<file path="src/rtl/instr_exec_unit.sv">
// Execute stage: 1-cycle simple ops, MULT_LAT-cycle MULT, 33-cycle restoring DIV/MOD.
// One instruction in flight; in_ready drops until the result handshakes. EXEC_STATS_EN adds stat counters.
module instr_exec_unit #(
  parameter int MULT_LAT  = 3,
  parameter int DIV_ITERS = 32
) (
  input  logic        clk,
  input  logic        reset,
  input  logic        in_valid,
  output logic        in_ready,
  input  logic [3:0]  in_opc,
  input  logic [31:0] in_op_a,
  input  logic [31:0] in_op_b,
  input  logic [4:0]  in_addr,
  output logic        out_valid,
  input  logic        out_ready,
  output logic [63:0] out_res,
  output logic [4:0]  out_addr,
  output logic        out_err
`ifdef EXEC_STATS_EN
  ,
  output logic [31:0] stat_done,
  output logic [15:0] stat_err
`endif
);

  typedef enum logic [1:0] {IDLE, MUL, DIV, DONE} state_t;

  localparam logic [4:0] MUL_LAST = 5'(MULT_LAT - 2);
  localparam logic [4:0] DIV_LAST = 5'(DIV_ITERS - 1);

  state_t      state, state_nxt;
  logic        up_q;
  logic [4:0]  cnt;
  logic [63:0] res_q;
  logic [4:0]  addr_q;
  logic        err_q;
  logic [31:0] rem_q, quo_q, dvs_q;
  logic        a_neg_q, q_neg_q, is_mod_q;

  logic        accept, is_div_op, go_div, go_mul;
  logic [63:0] a_ext, b_ext, simple_res;
  logic        simple_err;
  logic [32:0] rem_sh, diff;
  logic        step_ge;
  logic [31:0] rem_new, quo_new;
  logic [63:0] div_mag, div_res;

  assign in_ready  = (state == IDLE) && up_q;
  assign accept    = in_valid && in_ready;
  assign out_valid = (state == DONE);
  assign out_res   = res_q;
  assign out_addr  = addr_q;
  assign out_err   = err_q;

  assign is_div_op = (in_opc == 4'd6) || (in_opc == 4'd7);
  assign go_div    = is_div_op && (in_op_b != 32'd0);
  assign go_mul    = (in_opc == 4'd5);
  assign a_ext     = {{32{in_op_a[31]}}, in_op_a};
  assign b_ext     = {{32{in_op_b[31]}}, in_op_b};

  // Low 64 bits of the product are sign-agnostic, so the sign-extended operands suffice.
  always_comb begin
    simple_res = '0;
    simple_err = 1'b0;
    case (in_opc)
      4'd0: simple_res = '0;
      4'd1: simple_res = a_ext;
      4'd2: simple_res = b_ext;
      4'd3: simple_res = a_ext + b_ext;
      4'd4: simple_res = a_ext - b_ext;
      4'd5: simple_res = a_ext * b_ext;
      4'd6, 4'd7: simple_err = (in_op_b == 32'd0);
      default: simple_err = 1'b1;
    endcase
  end

  // One restoring step on magnitudes; the final step feeds the sign fix-up directly.
  assign rem_sh  = {rem_q, quo_q[31]};
  assign diff    = rem_sh - {1'b0, dvs_q};
  assign step_ge = !diff[32];
  assign rem_new = step_ge ? diff[31:0] : rem_sh[31:0];
  assign quo_new = {quo_q[30:0], step_ge};
  assign div_mag = is_mod_q ? {32'd0, rem_new} : {32'd0, quo_new};
  assign div_res = (is_mod_q ? a_neg_q : q_neg_q) ? -div_mag : div_mag;

  always_ff @(posedge clk or posedge reset) begin
    if (reset) state <= IDLE;
    else       state <= state_nxt;
  end

  always_comb begin
    state_nxt = state;
    case (state)
      IDLE: if (accept) begin
        if (go_mul && (MULT_LAT > 1)) state_nxt = MUL;
        else if (go_div)              state_nxt = DIV;
        else                          state_nxt = DONE;
      end
      MUL:  if (cnt == MUL_LAST) state_nxt = DONE;
      DIV:  if (cnt == DIV_LAST) state_nxt = DONE;
      DONE: if (out_ready)       state_nxt = IDLE;
      default: state_nxt = IDLE;
    endcase
  end

  always_ff @(posedge clk or posedge reset) begin
    if (reset) begin
      up_q     <= 1'b0;
      cnt      <= '0;
      res_q    <= '0;
      addr_q   <= '0;
      err_q    <= 1'b0;
      rem_q    <= '0;
      quo_q    <= '0;
      dvs_q    <= '0;
      a_neg_q  <= 1'b0;
      q_neg_q  <= 1'b0;
      is_mod_q <= 1'b0;
    end else begin
      up_q <= 1'b1;
      case (state)
        IDLE: if (accept) begin
          addr_q   <= in_addr;
          cnt      <= '0;
          res_q    <= simple_res;
          err_q    <= simple_err;
          a_neg_q  <= in_op_a[31];
          q_neg_q  <= in_op_a[31] ^ in_op_b[31];
          is_mod_q <= (in_opc == 4'd7);
          rem_q    <= '0;
          quo_q    <= in_op_a[31] ? -in_op_a : in_op_a;
          dvs_q    <= in_op_b[31] ? -in_op_b : in_op_b;
        end
        MUL: cnt <= cnt + 5'd1;
        DIV: begin
          cnt   <= cnt + 5'd1;
          rem_q <= rem_new;
          quo_q <= quo_new;
          if (cnt == DIV_LAST) res_q <= div_res;
        end
        default: ;
      endcase
    end
  end

`ifdef EXEC_STATS_EN
  always_ff @(posedge clk or posedge reset) begin
    if (reset) begin
      stat_done <= '0;
      stat_err  <= '0;
    end else if (out_valid && out_ready) begin
      stat_done <= stat_done + 32'd1;
      if (err_q) stat_err <= stat_err + 16'd1;
    end
  end
`endif

endmodule

</file>
<file path="config.mk">
export PLATFORM = sky130hd
export DESIGN_NAME = instr_exec_unit
export DESIGN_NICKNAME = d
export VERILOG_FILES = /design/src/rtl/instr_exec_unit.sv
export SDC_FILE = /design/constraint.sdc
export NUM_CORES = 2
export LEC_CHECK = 0
export BUFFER_PORTS_ARGS = -buffer_cell sky130_fd_sc_hd__clkbuf_2
export CAP_MARGIN = 0
export CORE_AREA = 2 2 344 312
export DETAILED_ROUTE_END_ITERATION = 8
export DIE_AREA = 0 0 346 314
export GPL_ROUTABILITY_DRIVEN = 1
export PLACE_DENSITY_LB_ADDON = 0.3
export REMOVE_ABC_BUFFERS = 1
export SLEW_MARGIN = 20
export SYNTH_ARGS = -nofsm -noshare
export SYNTH_HDL_FRONTEND = slang
export SYNTH_SLANG_ARGS = --single-unit
</file>
<file path="constraint.sdc">
create_clock -name clk -period 9.77 [get_ports clk]
set_input_delay 2.931 -clock clk [delete_from_list [all_inputs] [get_ports clk]]
set_output_delay 2.931 -clock clk [all_outputs]
set_load 0.005 [all_outputs]
</file>
==> impl.org <==
** Worst setup path
- Largest delay share family, worst path :: adder cells
- STA puts the critical path data required time at 10.18 ns.
- The worst setup path is captured at a flop.
- In this run the worst path has a maximum fanout of 9.
- Delay of the slowest cell on the worst path :: 0.57 ns
- Counting stages on the worst path, the most repeated cell is sky130_fd_sc_hd__fa_1.
- Data on the critical path arrives at its endpoint at 10.40 ns.
- Start-to-end type of the worst setup path :: in2reg
- Buffers and inverters on the worst path :: 8
- The slowest stage of the critical path belongs to the cell sky130_fd_sc_hd__fa_1.
- The worst setup path is launched from an input pin.

** Yosys
- Top FF cell, synth :: sky130_fd_sc_hd__dfrtp_1
- Mean post-synth cell area :: 8.70 um2
- Yosys mapped a number of flops with a built-in enable equal to 0.
- Synthesis produced 5,989 cells.
- Mapped Area :: 52,100 um2
- Synthesis inferred 177 register bits.
- Sequential-to-total area share from yosys stat :: 8.50%
- During synthesis, Yosys emitted a total of 0 warnings.
- Counting flops with an async set or reset pin after synthesis yields a share of 100%.
- Distinct cells, synth :: 89

** CTS
- Clk slew on worst S/H paths :: 0.07 ns
- CTS tree :: yes
- Maximum number of buffers from clock root to sink :: 2
- The clock drives 177 sinks.
- CTS placed an instance of sky130_fd_sc_hd__clkbuf_16 at the clock tree root.
- At the later pin of the worst-skew pair, clock insertion delay measures 0.50 ns.
- The H-tree was split into 4 levels.
- Clock buffers created by TritonCTS :: 17

** GRT
- Vias in the first global route :: 46,700
- Global routing finished with a remaining overflow of 0.
- The first global-routing pass estimated 277,000 um of wire.
- Overall global routing resource usage :: 33.4%
- Initial antenna violation count :: 11
- Maximum number of pins on one net before global-route repair :: 116

** Detailed routing
- Violation count after the first detailed-routing iteration :: 4,269
- Detailed-routing wirelength on met1 :: 74,200 um
- In the detailed route, the total length drawn on met3 is 18,000 um.
- The first detailed-routing pass ran for 8 iterations.
- Vias :: 45,000
- Routed met2 length :: 83,000 um
- The highest layer touched by signal routing is met5.
- DR DRC count :: 0
- The routed design has 182,000 um of wire.
- Routed wire per std cell :: 23.1 um
- Post-detailed-route via-to-cell ratio :: 5.71
- The detail route stage leaves a number of antenna-violating nets equal to 0.

** Floorplan
- The die is 346 um wide.
- FP Rows :: 113
- In this run the count of I/O pins placed on the die edge is 149.
- Measured along the y axis, the die boundary spans 314 um.
- Core Footprint :: 105,000 um2
- The initial utilization of the core area, before any placement, comes to 49.7%.
- Die Outline Area :: 109,000 um2

** Timing
- The total count of hold-check failures in the final report was 0.
- Worst Setup Slack, final :: -0.227 ns
- Across the routed clock network, the largest skew measured is 0.0227 ns.
- RSZ-0062 raised after global routing :: true
- Based on the critical path, the design can be clocked at up to 0.100 GHz.
- Total negative slack for setup checks :: -1.96 ns
- In this run the tightest slew margin relative to its limit is 33.6%.
- Period Utilization, post-route :: 102%
- Final count of negative-setup-slack endpoints :: 17
- Counting I/O delays and the setup requirement, the final critical path takes 10.0 ns.
- The max-slew violation count came to 0.
- At the pin with the least slew margin, the transition time is 0.996 ns.

** Placed design
- Buffers placed on the I/O ports in this run total 148.
- Routability-driven placement finished with a final weighted congestion of 0.965.
- Post-DP HPWL :: 146,000 um

** Cells and area
- Leaving out fill and tap cells, the most frequent cells in the layout are sky130_fd_sc_hd__inv_1, sky130_fd_sc_hd__fa_1, sky130_fd_sc_hd__nand2_1, sky130_fd_sc_hd__buf_4, sky130_fd_sc_hd__and2_1.
- The layout has 9,124 filler cells.
- At the end of the flow, the number of nets in the layout was 7,944.
- Fraction of final layout cells with drive strength greater than 1 :: 18.5%
- Relative to the synthesized area, the layout overhead comes to 19.7%.
- Leaving out fill and tap cells, the most frequent cell in the layout is sky130_fd_sc_hd__inv_1.

** Job
- Across the run, the number of max-cap violations was 0.

** Status
- Failing checks :: negative setup slack
- The flow ran to the end, but the final reports show violations.

** Min path
- The path class of the tightest hold or removal check is reg2reg.
==> stage by stage <==
step	instances	worst slack, ns	area, um2	utilization (%)	hold slack [ns]
2_1_floorplan	5625	-0.790	50700	-	0.450
3_3_place_gp	7754	-1.45	58500	55.8	0.458
3_5_place_dp	7754	-1.44	58500	55.8	0.464
4_1_cts	7827	-0.211	60400	57.6	0.482
5_1_grt	7884	-0.409	62400	59.5	0.506
6_report	7887	-0.227	62400	59.5	0.478
==> cell families after synthesis <==
kind of cell               after synthesis  synth area share, %
xor gates and xnor gates               166                 2.79
adders and majority gates             1378                 48.7
muxes                                   33                0.655
other                                    1              0.00719
AOI/OAI and AO/OA                      963                 12.0
DFF                                    177                 8.50
buffers and inverters                 1449                 10.5
and+or+nand+nor                       1822                 16.8
==> worst paths after layout <==
path	start	endpoint	slack, ns	depth (start not counted)
min in group asynchronous	reset	rem_q[2]	2.56	2
worst max-delay path	in_op_a[7]	out_res[61]	-0.23	30
max in group asynchronous	reset	is_mod_q	5.63	3
worst max register to register	quo_q[31]	out_res[31]	3.28	22
worst min-delay path	out_addr[1]	out_addr[1]	0.48	2
worst min register to register	out_addr[1]	out_addr[1]	0.48	2
==> synthesized netlist by cell type (all sizes together) (41+ instances only) <==
cell / number / area (um2)
dfrtp: 177 / 4430
inv: 1081 / 4060
o21ai: 264 / 1320
clkbuf: 323 / 1210
and2: 464 / 2900
nand3: 54 / 270
buf: 41 / 195
a21oi: 243 / 1220
fa: 1085 / 21700
nor2: 281 / 1050
nand2b: 42 / 263
nor3: 57 / 290
xor2: 59 / 517
nand2: 754 / 2830
xnor2: 107 / 937
a21o: 67 / 503
ha: 293 / 3670
==> layout make-up <==
class / count / area, um2 / area share [%]
clock buffers: 18 / 439 / 0.704
diodes: 6 / 15.0 / 0.0241
multi-input cells: 4363 / 43700 / 70.0
inverters: 1085 / 4100 / 6.57
clock inverters: 13 / 119 / 0.190
well taps: 1380 / 1730 / 2.77
flip-flops and latches: 177 / 4430 / 7.10
repair buffers: 845 / 7930 / 12.7
==> per-layer routing <==
metal	vias to the layer above	track usage (%)
met1	22900	45.3
met2	2028	53.0
met3	348	7.58
met4	8	11.4
met5	-	0
li1	19700	-
==> flip-flops by register name, summed over array words and instances (netlist names) <==
name / flops
a_neg_q: 1
cnt: 5
dvs_q: 32
is_mod_q: 1
out_addr: 5
out_err: 1
out_res: 64
q_neg_q: 1
quo_q: 32
rem_q: 32
state: 2
up_q: 1
==> what timing repair did <==
action | CTS | global route
resized for setup | 220 | 363
setup buffers | 42 | 42
cloned | 3 | 18
hold buffers | 0 | 0
endpoints found under the setup margin | 44 | 43
pin swaps | 129 | 213
==> tightest hold or removal path, delay by kind of cell (launching register included) <==
family           cells  cell delay [ns]
and+or+nand+nor      2             0.11
DFF                  1             0.34
Power is left out: the tool's default activity adds up to more than one toggle a clock period on the data nets, which glitch-free logic cannot reach.
